===== config.mk =====
export PLATFORM = sky130hd
export DESIGN_NAME = led_colour_sequencer
export DESIGN_NICKNAME = d
export VERILOG_FILES = /design/src/rtl/led_colour_sequencer.sv
export SDC_FILE = /design/constraint.sdc
export NUM_CORES = 1
export LEC_CHECK = 0
export CAP_MARGIN = 20
export CELL_PAD_IN_SITES_DETAIL_PLACEMENT = 1
export CELL_PAD_IN_SITES_GLOBAL_PLACEMENT = 2
export CORE_MARGIN = 2
export CORE_UTILIZATION = 28
export DETAILED_ROUTE_END_ITERATION = 12
export GPL_TIMING_DRIVEN = 0
export PLACE_DENSITY_LB_ADDON = 0.1
export RECOVER_POWER = 100
export SLEW_MARGIN = 30
export SYNTH_ARGS = -nofsm -noshare
export SYNTH_HDL_FRONTEND = slang
export SYNTH_SLANG_ARGS = --single-unit

===== constraint.sdc =====
create_clock -name clk -period 1.38 [get_ports clk]
set_input_delay 0.207 -clock clk [delete_from_list [all_inputs] [get_ports clk]]
set_output_delay 0.207 -clock clk [all_outputs]
set_load 0.01 [all_outputs]

===== src/rtl/led_colour_sequencer.sv =====
// LED colour sequencer: steps a WIDTH-bit colour code through 1..2^WIDTH-2,
// either on debounced button presses (manual) or on a free-running period (auto).
module led_colour_sequencer #(
  parameter int WIDTH           = 3,
  parameter int DEBOUNCE_CYCLES = 4,
  parameter int AUTO_PERIOD     = 16
) (
  input  logic             clk,
  input  logic             rst,
  input  logic             button,
  input  logic             mode,
  input  logic             dir,
  input  logic             hold,
  output logic [WIDTH-1:0] colour,
  output logic             step,
  output logic             wrap
);

  localparam int DB_W = (DEBOUNCE_CYCLES > 1) ? $clog2(DEBOUNCE_CYCLES) : 1;
  localparam int TM_W = $clog2(AUTO_PERIOD);

  localparam logic [DB_W-1:0]  DB_LAST = DB_W'(DEBOUNCE_CYCLES - 1);
  localparam logic [TM_W-1:0]  TM_LAST = TM_W'(AUTO_PERIOD - 1);
  localparam logic [WIDTH-1:0] ONE     = WIDTH'(1);
  localparam logic [WIDTH-1:0] ONES    = '1;
  localparam logic [WIDTH-1:0] MAX     = ONES - ONE;

  logic            sync1;
  logic            sync2;
  logic            db_level;
  logic            db_prev;
  logic [DB_W-1:0] db_cnt;
  logic [TM_W-1:0] timer;

  logic             req;
  logic [WIDTH-1:0] next_colour;
  logic             next_wrap;

  always_ff @(posedge clk) begin
    if (rst) begin
      sync1 <= 1'b0;
      sync2 <= 1'b0;
    end else begin
      sync1 <= button;
      sync2 <= sync1;
    end
  end

  always_ff @(posedge clk) begin
    if (rst) begin
      db_level <= 1'b0;
      db_cnt   <= '0;
    end else if (sync2 == db_level) begin
      db_cnt <= '0;
    end else if (db_cnt == DB_LAST) begin
      db_level <= sync2;
      db_cnt   <= '0;
    end else begin
      db_cnt <= db_cnt + 1'b1;
    end
  end

  // db_prev tracks unconditionally so a rise seen during hold or auto is consumed, not queued
  always_ff @(posedge clk) begin
    if (rst) db_prev <= 1'b0;
    else     db_prev <= db_level;
  end

  always_ff @(posedge clk) begin
    if (rst || !mode) begin
      timer <= '0;
    end else if (!hold) begin
      if (timer == TM_LAST) timer <= '0;
      else                  timer <= timer + 1'b1;
    end
  end

  always_comb begin
    req = 1'b0;
    if (!hold) begin
      if (mode) req = (timer == TM_LAST);
      else      req = db_level && !db_prev;
    end
  end

  always_comb begin
    next_colour = colour;
    next_wrap   = 1'b0;
    if (colour == '0 || colour == ONES) begin
      next_colour = dir ? MAX : ONE;
    end else if (!dir) begin
      if (colour == MAX) begin
        next_colour = ONE;
        next_wrap   = 1'b1;
      end else begin
        next_colour = colour + ONE;
      end
    end else begin
      if (colour == ONE) begin
        next_colour = MAX;
        next_wrap   = 1'b1;
      end else begin
        next_colour = colour - ONE;
      end
    end
  end

  always_ff @(posedge clk) begin
    if (rst) begin
      colour <= '0;
      step   <= 1'b0;
      wrap   <= 1'b0;
    end else begin
      step <= req;
      wrap <= req && next_wrap;
      if (req) colour <= next_colour;
    end
  end

endmodule


==> impl_metrics.tcl, run 1 <==
set metrics [dict create \
    fillCellCount 311 \
    die-height_um 55.9 \
    core_um2 2520 \
    synthTopCellsByArea "dfxtp_1 (40%), ha_1 (12%), nor2_1 (5.5%)" \
    postCtsHoldBufs 0 \
    via_count 626 \
    grt.busiest_layer "met2" \
    dpl.hpwl_mm 1.22 \
    cp.arrival_ns 1.56 \
    ios 11 \
    yosysSeqAreaShare_pct 39.9 \
    synth_edf_count 0 \
    seq_power_share_pct 58.5 \
    cp-start-kind "input pin" \
    antenna_found_initial 0 \
    max_cap_viol_count 0 \
    rrSetupSlack_ns 0.02 \
    cts_root_buf "clkbuf_4" \
    critPathMaxStageDelay_ns 0.44 \
    wl_per_cell_um 13.7 \
    power_mw 0.751 \
    initial_utilization_pct 29.9 \
    final-hold-violation-count 0 \
    crit_fanout 4 \
    crit_path_top_delay_cell "clkdlybuf4s50_1" \
    crit_chain "clkdlybuf4s50_1 > or3b_4 > a21o_1 > a221oi_2" \
    slew_viol_final 0 \
    power.share.combinational_pct 7.3 \
    grt_first_pass_wirelength_mm 2.92 \
    grt_max_degree 11 \
    path_delay_family "compound AO/OA/AOI/OAI gates" \
    cts_num_sinks 15 \
    postRouteAntennaNets 0 \
    cts_tree "done" \
    grt_usage_pct 11.7 \
    grt_pass1_vias 657 \
    fin_setup_tns_ns 0 \
    wl_mm 1.73 \
    cp_num_buf_inv 1 \
    cts.reportedPaths.clkPinSlew_ns 0.10 \
    cts_buffers 3 \
    worstSetupEndpointType "flip-flop" \
    final-setup-viol-count 0 \
    powerDensity_nw_per_um2 716 \
    max_freq_ghz 0.737 \
    syn_area_um2 753 \
    use_met1_pct 14.0 \
    path_class "input pin to flip-flop" \
    ys.flop_type "dfxtp_1" \
    first_iter_violations 3 \
    worst-slew-pin-transition_ns 0.481 \
    layout.cells.non_filler 126 \
    avgSynthCellArea_um2 9.07 \
    fin_worst_skew_ns 0.00956 \
    grt_use_met3_pct 5.12 \
    slew_headroom_pct 67.9 \
    drive_gt1_share_pct 32.3 \
    gp_congestion 0.689 \
    syn-instance-count 83 \
    area_growth_pct 39.2 \
    dieArea_um2 3120 \
    synth_warnings 0 \
    ir_worst_vdd_mv 0.522 \
    vias_per_cell 4.97 \
    gr-total-overflow 0 \
    finalCriticalPeriod_ns 1.36 \
    nets 110 \
    worstSkewPairLatency_ns 0.29 \
    firstDrtPassIters 3 \
    rows 18 \
    placed_cells 122 \
    async_flop_share_pct 0 \
    switching_share_pct 23.7 \
    io_buffers 9 \
    ys_ff_latch 15 \
    synth_area_leader_cell "dfxtp_1" \
    fin_crit_sh_pct 98.4 \
    hold_start "dir" \
    antenna_cells 0 \
    rsz0062_at_grt "true" \
    p_leak_nw 0.349 \
    hold_class "input pin to flip-flop" \
    drcViolationCount 0 \
    cts_buffer_depth 2 \
    synth_top_cell_area_share_pct 39.9 \
    post_synth_num_cell_types 31 \
    met2_usage_pct 19.6 \
    crit_path_start "mode" \
    clkPwrFrac_pct 34.3 \
    cp.required_ns 1.58 \
    h-tree-depth 1 \
    p_sw_mw 0.178 \
    die_w_um 55.9 \
    reg2reg_from "colour[0]" \
    p_int_mw 0.572 \
    syn_nets 96 \
    status "finished, final reports clean" \
]
## tightest hold or removal path, delay by kind of cell
family / cells / cell delay, ns
simple gates: 1 / 0.11
compound gates: 2 / 0.13
buf+inv: 1 / 0.23
## cells by family after synthesis
logic type | Yosys count | synth area share [%]
and+or+nand+nor | 32 | 22.1
AOI/OAI and AO/OA | 19 | 18.1
DFF | 15 | 39.9
adders and majority gates | 7 | 11.6
buffers and inverters | 6 | 3.32
xor gates and xnor gates | 2 | 2.33
muxes | 2 | 2.66
## state kept, by name (all words and copies together) (netlist names)
signal,flops
wrap,1
sync2,1
timer,4
db_cnt,2
step,1
db_prev,1
db_level,1
sync1,1
colour,3
## area by class of cell
| cell class | count | area (µm²) | area share (%) |
|---|---|---|---|
| clock buffer | 3 | 22.5 | 2.15 |
| buffer | 3 | 13.8 | 1.31 |
| timing repair buffer | 9 | 87.6 | 8.35 |
| inverter | 3 | 16.3 | 1.55 |
| tap | 30 | 37.5 | 3.58 |
| clock inverter | 1 | 7.51 | 0.716 |
| sequential | 15 | 312 | 29.7 |
| multi-input combinational | 62 | 552 | 52.6 |
## power groups by stage
stage	logic, mW	registers, mW	clock network [mW]
2_1_floorplan	0.0266	0.451	0
3_3_place_gp	0.0463	0.451	0
3_5_place_dp	0.0480	0.452	0
4_1_cts	0.0506	0.440	0.272
5_1_grt	0.0609	0.440	0.297
6_report	0.0545	0.439	0.257
## final timing paths
check	endpoint	cells after the start
setup / recovery	colour[1]	4
hold / removal	colour[1]	4
setup reg to reg	colour[2]	5
hold reg to reg	db_cnt[0]	1
## cell usage in the layout (no fill, tap or decap), types with 2 or more instances in the layout
master,synthesis,layout
or3_1,2,2
o21ai_0,2,2
nand2_1,5,5
mux2i_1,2,2
clkdlybuf4s50_1,0,4
ha_4,0,4
dlygate4sd2_1,0,2
xnor2_1,2,2
nand2b_1,3,2
ha_1,7,2
clkbuf_4,0,3
clkdlybuf4s25_1,0,3
a211oi_2,1,2
dfxtp_4,0,2
inv_4,0,2
nor2_1,11,8
nor2_2,0,2
nor2b_1,4,4
a21oi_1,7,6
dfxtp_1,15,10
dfxtp_2,0,3
buf_2,2,2
## Yosys cell counts, drive strengths merged (2+ instances only)
cell	n
a211oi	2
nor2	11
nor2b	4
nand2b	3
mux2i	2
buf	2
o21ai	2
xnor2	2
dfxtp	15
a21oi	7
inv	3
or3	2
ha	7
nand2	5
## per-layer routing
metal / up-vias / wire length [µm]
met1: 297 / 812
met2: 10 / 825
met5: - / 0
li1: 317 / -
met3: 2 / 81
met4: 0 / 9
## what timing repair did
item | CTS | global route
endpoints found under the setup margin | 6 | 7
resized for setup | 19 | 18
pin swaps | 3 | 7
buffers inserted | 0 | 0
## stage by stage
stage          setup slack (ns)  hold WS (ns)  instance area [µm²]  utilization (%)
3_3_place_gp             -0.353         0.407                  883             35.0
2_1_floorplan           0.00634         0.335                  756                -
4_1_cts                -0.00502         0.374                  961             38.1
5_1_grt                 -0.0493         0.446                 1050             41.6
6_report                 0.0224         0.427                 1050             41.6
3_5_place_dp             -0.357         0.422                  883             35.0
(Power assumes the default switching activity.)
==> run 2, diff against run 1 <==
- clock period: 1.38 -> 1.1 ns (I/O delays scaled with it)
==> run 2 against run 1 <==
  * The flow now finishes with violations (negative setup slack)
  * Sequential share of layout area rose by 0.52 points
  * Flip-flop and latch count unchanged
  * Sequential power increased by 25%
  * Combinational power is 17% higher
==> impl_metrics.tcl, run 2 (synthesis gave the netlist of run 1 again) <==
set metrics [dict create \
    setup_ws_ns -0.225 \
    cp.required_ns 1.29 \
    slew_viol_final 0 \
    nets 113 \
    cts.reportedPaths.clkPinSlew_ns 0.09 \
    status "complete, but fails checks" \
    ir_worst_vdd_mv 0.698 \
    crit_fanout 6 \
    fin_crit_sh_pct 120 \
    initial_utilization_pct 29.9 \
    postRouteAntennaNets 0 \
    first_iter_violations 4 \
    final-setup-viol-count 7 \
    dr_wl_met3_um 65 \
    crit_chain "ha_4 > nand2b_4 > o311ai_4 > and2_4 > a221oi_2" \
    cts_buffers 3 \
    grt_first_pass_wirelength_mm 2.82 \
    path_delay_family "flip-flops" \
    layout.cells.non_filler 129 \
    path_class "flip-flop to flip-flop" \
    drcViolationCount 0 \
    critPathMaxStageDelay_ns 0.42 \
    hold_class "input pin to flip-flop" \
    cp.arrival_ns 1.51 \
    antenna_cells 0 \
    die-height_um 55.9 \
    drive_gt1_share_pct 34.3 \
    clkPwrFrac_pct 34.1 \
    dp_slack_ns -0.520 \
    firstDrtPassIters 3 \
    gp_congestion 0.730 \
    final-hold-violation-count 0 \
    holdWs_ns 0.346 \
    grt_usage_pct 11.3 \
    cp_num_buf_inv 0 \
    reg2reg_to "colour[1]" \
    max_freq_ghz 0.755 \
    worst-slew-pin-transition_ns 0.297 \
    cts_root_buf "clkbuf_4" \
    fin_worst_skew_ns 0.00916 \
    area_growth_pct 39.5 \
    die_w_um 55.9 \
    io_buffers 9 \
    p_leak_nw 0.385 \
    wl_per_cell_um 12.9 \
    min_path_cells 4 \
    switching_share_pct 23.0 \
    grt_max_degree 11 \
    cts_buffer_depth 2 \
    vias_per_cell 4.93 \
    utilization_pct 41.7 \
    dieArea_um2 3120 \
    via_count 636 \
    crit_end "colour[1]" \
    slew_headroom_pct 80.2 \
    largest-register "timer" \
    rows 18 \
    worstSetupEndpointType "flip-flop" \
    max_cap_viol_count 0 \
    fin_setup_tns_ns -0.927 \
    finalCriticalPeriod_ns 1.32 \
    crit_cells 5 \
    antenna_found_initial 0 \
    power.share.combinational_pct 6.9 \
    ff2ff_path_depth 5 \
    crit_path_top_delay_cell "dfxtp_4" \
    power_mw 0.927 \
    top_layer "met3" \
    cp-start-kind "flip-flop" \
    wl_met1_um 768 \
    wl_mm 1.67 \
    fin_area_um2 1050 \
    cts_tree "done" \
    violations "negative setup slack" \
    reg2reg_from "colour[0]" \
    reg_top3 "timer x4, colour x3, db_cnt x2" \
    h-tree-depth 1 \
    seq_power_share_pct 59.0 \
    largest_reg_flops 4 \
    grt_pass1_vias 630 \
    dr_wl_met2_um 836 \
    postCtsHoldBufs 0 \
    placed_cell_area_um2 970 \
    core_um2 2520 \
    mostFrequentLayoutCells "nor2_1 (9), dfxtp_1 (9), a21oi_1 (6), dlygate4sd2_1 (6), nand2_1 (5)" \
    rrSetupSlack_ns -0.22 \
    cts_num_sinks 15 \
    placed_cells 122 \
    worstSkewPairLatency_ns 0.28 \
    dpl.hpwl_mm 1.17 \
    crit_path_start "colour[0]" \
    ios 11 \
    p_sw_mw 0.213 \
    gr-total-overflow 0 \
    rsz0062_at_grt "true" \
    p_int_mw 0.714 \
    powerDensity_nw_per_um2 882 \
]
-- run 2: changes by cell type in the layout (fill, tap and decap cells not counted), moves of 2 or more --
cell / previous run / this run
buf_4: 0 / 3
clkdlybuf4s25_1: 3 / 0
clkdlybuf4s50_1: 4 / 1
dfxtp_4: 2 / 4
dlygate4sd2_1: 2 / 6
-- run 2: worst min path at each step --
stage | startpoint | slack (ns) | end
floorplan | button | 0.29 | sync1
global placement | db_cnt[0] | 0.41 | db_cnt[0]
detailed placement | db_cnt[0] | 0.42 | db_cnt[0]
CTS | dir | 0.34 | colour[1]
global route | dir | 0.36 | colour[1]
finish | dir | 0.35 | colour[1]
-- run 2: power groups by stage --
stage | Clock, mW | Combinational [mW] | Sequential (mW)
2_1_floorplan | 0 | 0.0380 | 0.561
3_3_place_gp | 0 | 0.0636 | 0.562
3_5_place_dp | 0 | 0.0640 | 0.562
4_1_cts | 0.332 | 0.0627 | 0.549
5_1_grt | 0.353 | 0.0723 | 0.548
6_report | 0.316 | 0.0638 | 0.547
-- run 2: tightest hold or removal path, cell delays in order --
cell and delay (ns):
buf_2 0.21, nand2_1 0.09, o31ai_2 0.06, a221oi_2 0.05
-- run 2: repair_timing --
item | in CTS | in global routing
pin swaps | 4 | 3
buffers inserted | 2 | 1
setup endpoints to repair | 14 | 11
resized for setup | 16 | 7
hold endpoints to repair | 0 | 0
-- run 2: area by class of cell --
type	instances	area (µm²)
Buffer	3	15.0
Clock buffer	4	26.3
Fill cell	308	1470
Inverter	3	16.3
Multi-Input combinational cell	62	538
Sequential cell	15	318
Tap cell	30	37.5
Timing Repair Buffer	12	100
-- run 2: per-layer routing --
metal | track usage, % | vias to the layer above
met5 | 0 | -
met4 | 1.02 | 0
met3 | 4.19 | 0
met2 | 17.5 | 10
met1 | 15.5 | 303
li1 | - | 323
